## src/rtl/rf_pkg.sv

```systemverilog
// Shared types and defaults for the scoreboarded register file.
package rf_pkg;
  localparam int XLEN_DEF  = 32;
  localparam int NREGS_DEF = 32;
  localparam int AW_DEF    = $clog2(NREGS_DEF);

  typedef logic [AW_DEF-1:0]   reg_addr_t;
  typedef logic [XLEN_DEF-1:0] xword_t;

  // Address of the hardwired-zero register.
  localparam reg_addr_t REG_ZERO = '0;
endpackage

```

## src/rtl/rf_read_port.sv

```systemverilog
// One combinational read port: x0 forcing, write-first bypass, and a busy
// flag that drops in the same cycle the pending value is written back.
module rf_read_port
  import rf_pkg::*;
#(
  parameter int XLEN  = XLEN_DEF,
  parameter int NREGS = NREGS_DEF,
  parameter int AW    = $clog2(NREGS)
) (
  input  logic [NREGS*XLEN-1:0] rf_i,
  input  logic [NREGS-1:0]      busy_i,
  input  logic                  wr_en_i,
  input  logic [AW-1:0]         wr_addr_i,
  input  logic [XLEN-1:0]       wr_data_i,
  input  logic [AW-1:0]         rs_addr_i,
  output logic [XLEN-1:0]       rs_data_o,
  output logic                  rs_busy_o
);

  logic is_zero;
  logic byp;

  assign is_zero = (rs_addr_i == AW'(REG_ZERO));
  assign byp     = wr_en_i && (wr_addr_i == rs_addr_i);

  // Resolve data: x0 first, then the in-flight writeback, then storage.
  always_comb begin
    rs_data_o = rf_i[int'(rs_addr_i)*XLEN +: XLEN];
    if (byp) begin
      rs_data_o = wr_data_i;
    end
    if (is_zero) begin
      rs_data_o = '0;
    end
  end

  // A register being written this cycle is already available via the bypass.
  always_comb begin
    rs_busy_o = busy_i[rs_addr_i] & ~byp & ~is_zero;
  end

endmodule

```

## src/rtl/reg_file_sb.sv

```systemverilog
// Register file with NRD bypassed read ports, one write port and a
// per-register busy scoreboard that raises a decode stall.
module reg_file_sb
  import rf_pkg::*;
#(
  parameter int  XLEN  = XLEN_DEF,
  parameter int  NREGS = NREGS_DEF,
  parameter int  NRD   = 2,
  localparam int AW    = $clog2(NREGS)
) (
  input  logic                clk,
  input  logic                rst_n,
  input  logic [NRD*AW-1:0]   rs_addr,
  input  logic [NRD-1:0]      rs_used,
  output logic [NRD*XLEN-1:0] rs_data,
  output logic [NRD-1:0]      rs_busy,
  output logic                stall,
  input  logic                wr_en,
  input  logic [AW-1:0]       wr_addr,
  input  logic [XLEN-1:0]     wr_data,
  input  logic                iss_en,
  input  logic [AW-1:0]       iss_rd,
  input  logic                flush
);

  // x0 has no storage: arrays start at index 1.
  logic [XLEN-1:0]       rf_q [1:NREGS-1];
  logic [XLEN-1:0]       rf_d [1:NREGS-1];
  logic [NREGS-1:1]      busy_q;
  logic [NREGS-1:1]      busy_d;
  logic [NREGS*XLEN-1:0] rf_flat;
  logic [NREGS-1:0]      busy_vec;
  logic                  wr_ok;
  logic                  iss_ok;
  logic                  byp_en;

  assign wr_ok  = wr_en  && (wr_addr != AW'(REG_ZERO));
  assign iss_ok = iss_en && (iss_rd  != AW'(REG_ZERO));
  // Bypass is suppressed while in reset so reads stay zero.
  assign byp_en = wr_en & rst_n;

  // Next-state storage: only the addressed non-zero register takes wr_data.
  always_comb begin
    for (int r = 1; r < NREGS; r++) begin
      rf_d[r] = rf_q[r];
      if (wr_ok && (wr_addr == AW'(r))) begin
        rf_d[r] = wr_data;
      end
    end
  end

  // Storage registers, cleared asynchronously.
  always_ff @(posedge clk or negedge rst_n) begin
    if (!rst_n) begin
      for (int r = 1; r < NREGS; r++) begin
        rf_q[r] <= '0;
      end
    end else begin
      for (int r = 1; r < NREGS; r++) begin
        rf_q[r] <= rf_d[r];
      end
    end
  end

  // Scoreboard next state: writeback clears, flush clears all, issue sets last.
  always_comb begin
    busy_d = busy_q;
    for (int r = 1; r < NREGS; r++) begin
      if (wr_ok && (wr_addr == AW'(r))) begin
        busy_d[r] = 1'b0;
      end
      if (flush) begin
        busy_d[r] = 1'b0;
      end
      if (iss_ok && (iss_rd == AW'(r))) begin
        busy_d[r] = 1'b1;
      end
    end
  end

  // Scoreboard register, cleared asynchronously.
  always_ff @(posedge clk or negedge rst_n) begin
    if (!rst_n) begin
      busy_q <= '0;
    end else begin
      busy_q <= busy_d;
    end
  end

  assign rf_flat[XLEN-1:0] = '0;
  assign busy_vec          = {busy_q, 1'b0};

  for (genvar r = 1; r < NREGS; r++) begin : g_flat
    assign rf_flat[r*XLEN +: XLEN] = rf_q[r];
  end

  for (genvar i = 0; i < NRD; i++) begin : g_rd
    rf_read_port #(
      .XLEN  (XLEN),
      .NREGS (NREGS),
      .AW    (AW)
    ) u_rd (
      .rf_i      (rf_flat),
      .busy_i    (busy_vec),
      .wr_en_i   (byp_en),
      .wr_addr_i (wr_addr),
      .wr_data_i (wr_data),
      .rs_addr_i (rs_addr[i*AW +: AW]),
      .rs_data_o (rs_data[i*XLEN +: XLEN]),
      .rs_busy_o (rs_busy[i])
    );
  end

  assign stall = |(rs_used & rs_busy);

endmodule

```

## config.mk

```make
export PLATFORM = sky130hd
export DESIGN_NAME = reg_file_sb
export DESIGN_NICKNAME = d
export VERILOG_FILES = /design/src/rtl/rf_pkg.sv /design/src/rtl/rf_read_port.sv /design/src/rtl/reg_file_sb.sv
export SDC_FILE = /design/constraint.sdc
export NUM_CORES = 2
export LEC_CHECK = 0
export ABC_CLOCK_PERIOD_IN_PS = 4180
export CORE_MARGIN = 4
export CORE_UTILIZATION = 45
export CTS_BUF_LIST = sky130_fd_sc_hd__clkbuf_2
export CTS_CLUSTER_DIAMETER = 200
export DETAILED_ROUTE_END_ITERATION = 12
export GPL_TIMING_DRIVEN = 1
export HOLD_SLACK_MARGIN = 0.05
export PLACE_DENSITY = 0.62
export SLEW_MARGIN = 20
export SYNTH_ARGS = -nofsm -noshare
export SYNTH_HDL_FRONTEND = slang
export SYNTH_SLANG_ARGS = --single-unit
```

## constraint.sdc

```tcl
create_clock -name clk -period 4.18 [get_ports clk]
set_input_delay 0.418 -clock clk [delete_from_list [all_inputs] [get_ports clk]]
set_output_delay 0.418 -clock clk [all_outputs]
set_load 0.05 [all_outputs]
```

==> qor.csv <==
metric,value,unit
status,"finished, violations left",
failing checks,setup timing,
CTS sink cnt,1023,
Via density,6.468,
Slew HR,23.58,%
GRT overflow,0,
syn_nets,4096,
#FFs+latches synth,1023,
crit path time final,4.197,ns
PwrDens,428.8,mW/mm²
DR pass1 iterations,5,
Num CTS Buffers,291,
Skew-Pair Late Insertion Delay,1.53,ns
Synth async-reset ratio,100.0,%
CP Capture Type,output pin,
crit path launch type,register,
Worst-path clk slew,0.09,ns
CP arrival,3.78,ns
I/O Pins,126,
Std-Cell Rows,129,
unique cell type count in the Yosys netlist,62,
"most common cell after layout, fill and taps aside",mux2_2,
Mapped Area,0.05601,mm²
Synth Instances,4037,
"Hold Vio Cnt, Final",0,
starting density of the core,45.30,%
Critical Path RT,3.76,ns
Worst Max-Slew Pin Slew,1.145,ns
H-tree depth,5,
1st-iter DRT viols,3964,
CTS max path bufs,4,
Total GRT Usage,29.34,%
initial antenna violation count,2,
FMAX,238.2,MHz
Synth warnings,0,
clock root buffer,clkbuf_2,
worst min-delay path category,in -> reg,
setup TNS,-0.01735,ns
M3 GR Usage,7.181,%
HPWL Detailed,116700,µm
Die Y,360.8,µm
worst setup margin,-0.01735,ns
routed wire length,192200,µm
maximum vdd ir drop,0.2824,mV
max_cap viols,0,
syn avg cell area,13.87,µm²
most frequent cells in the layout,"1075 x mux2_2, 1023 x dfrtp_1, 412 x clkbuf_2",
number of vias after detailed routing,39580,
met2 global-route usage,44.24,%
wire per inst,31.41,µm
RSZ-0062 raised after global routing,true,
layout cells sized above 1,51.06,%
top_reg_cell synth,dfrtp_1,
Final setup viols,1,
Final Power,27.16,mW
placer congestion estimate,0.8666,
Post-synth EDFFs,0,
nets,4382,
first-pass GRT wire length,280900,µm
Core Footprint,0.1236,mm²
largest net degree at the start of global routing,171,
M1 GR Usage,41.45,%
"critical path fanouts, max",2,
vias in the first global route,40280,
Top Usage Layer GRT,met2,
"Period Utilization, post-route",100.4,%
drt drc,0,
ANT nets after route,0,
area grow syn2layout,13.11,%
CP Class,reg -> out,
# port buffers,125,
"Seq/Total Area, Yosys",45.71,%
Leak,27.88,nW
chip width,360.8,µm
Pins Over Slew Limit,0,
CTS tree,done,
area of the die,0.1302,mm²
Final Skew,0,ns
## final timing paths
| path | startpoint | endpoint | slack [ns] | depth (start not counted) |
|---|---|---|---|---|
| setup / recovery | rf_flat[788]$_DFFE_PN0P_ | rs_data[20] | -0.02 | 7 |
| hold / removal | iss_rd[0] | busy_q[20]$_DFFE_PN0P_ | 0.27 | 4 |
| hold reg to reg | rf_flat[350]$_DFFE_PN0P_ | rf_flat[350]$_DFFE_PN0P_ | 0.53 | 1 |
| max in group asynchronous | rst_n | rf_flat[324]$_DFFE_PN0P_ | 1.39 | 6 |
| setup reg to reg | rf_flat[547]$_DFFE_PN0P_ | rf_flat[547]$_DFFE_PN0P_ | 2.82 | 2 |
| min in group asynchronous | rst_n | rf_flat[644]$_DFFE_PN0P_ | 0.64 | 4 |
## synth_stat cells, drive strengths merged (3+ instances only)
| library cell | n | area (µm²) |
|---|---|---|
| o211ai | 21 | 157.7 |
| a221o | 17 | 170.2 |
| a211oi | 7 | 52.55 |
| inv | 22 | 82.58 |
| o22ai | 56 | 350.3 |
| nor2 | 127 | 479.2 |
| nor4 | 12 | 100.1 |
| xor2 | 6 | 52.55 |
| nor3 | 38 | 206.5 |
| a21oi | 70 | 350.3 |
| nand2 | 145 | 544.3 |
| a221oi | 49 | 429.2 |
| a22o | 6 | 52.55 |
| o221ai | 24 | 210.2 |
| mux2i | 194 | 1942 |
| a22oi | 40 | 300.3 |
| o22a | 24 | 210.2 |
| mux2 | 1076 | 12120 |
| and2 | 7 | 43.80 |
| clkbuf | 183 | 686.9 |
| o31a | 5 | 43.79 |
| nand2b | 21 | 131.4 |
| nor2b | 24 | 150.1 |
| buf | 236 | 1314 |
| or2 | 4 | 25.02 |
| o221a | 4 | 45.04 |
| xnor2 | 4 | 35.03 |
| o21ai | 79 | 395.4 |
| o32ai | 15 | 131.4 |
| a31oi | 14 | 87.58 |
| mux4 | 395 | 8896 |
| dfrtp | 1023 | 25600 |
| o311ai | 3 | 26.28 |
| nand4 | 14 | 87.58 |
| nand3 | 33 | 195.2 |
| nand3b | 17 | 127.6 |
## flip-flops by register name, summed over array words and instances, names as in the netlist
register / cells
rf_flat: 992
busy_q: 31
## worst max-delay path, cell delays in order, from the launching register on
cell and delay, ns:
dfrtp_1 0.40, mux4_2 0.44, and3b_1 0.20, or4_1 0.51, a221oi_2 0.20, or3_4 0.17
a21oi_4 0.09, buf_6 0.17
## repair_timing
action	4_1_cts	5_1_grt
hold endpoints to repair	1676	31
setup buffers	5	1
setup endpoints to repair	12	11
pin swaps	5	4
hold buffers	59	2
gates resized for setup	25	14
## per-stage QoR
stage	std cells	hold WS [ns]	utilization, %	instance area (µm²)	setup slack, ns
3_5_place_dp	5600	0.5086	48.70	60210	0.3824
5_1_grt	6119	0.1663	51.24	63350	-0.2458
4_1_cts	6115	0.05499	51.16	63260	-0.2058
2_1_floorplan	4037	0.1224	-	56010	1.004
6_report	6119	0.2726	51.24	63350	-0.01735
3_3_place_gp	5600	0.5007	48.70	60210	0.3373
## metal layers
| metal | up-vias | share of wire (%) |
|---|---|---|
| met1 | 21080 | 42 |
| met2 | 1966 | 45 |
| li1 | 16160 | - |
| met4 | 0 | 3.6 |
| met3 | 376 | 9.3 |
| met5 | - | 0 |
## where the power goes
group	total [mW]	switching, mW	internal, mW
sequential	13.1	1.36	11.8
combinational	7.06	3.09	3.97
clock	6.97	4.21	2.76
total	27.2	8.66	18.5
## kinds of logic (layout without fill, tap and decap cells)
| family | after synthesis | in the layout | synth area share [%] |
|---|---|---|---|
| compound gates | 444 | 444 | 5.531 |
| other cells | 0 | 1 | 0 |
| buf+inv | 442 | 886 | 3.726 |
| flops | 1023 | 1023 | 45.71 |
| mux | 1665 | 1665 | 40.98 |
| xor+xnor | 10 | 10 | 0.1564 |
| simple gates | 453 | 453 | 3.896 |
## layout make-up
class	count	area, µm²
Sequential cell	1023	25600
Fill cell	10820	60280
Timing Repair Buffer	412	4562
Tap cell	1637	2048
Multi-Input combinational cell	2572	28770
Clock inverter	39	226.5
Inverter	23	86.33
Antenna cell	1	2.502
Clock buffer	412	2062
No activity file was read; power rests on OpenSTA's default activity.
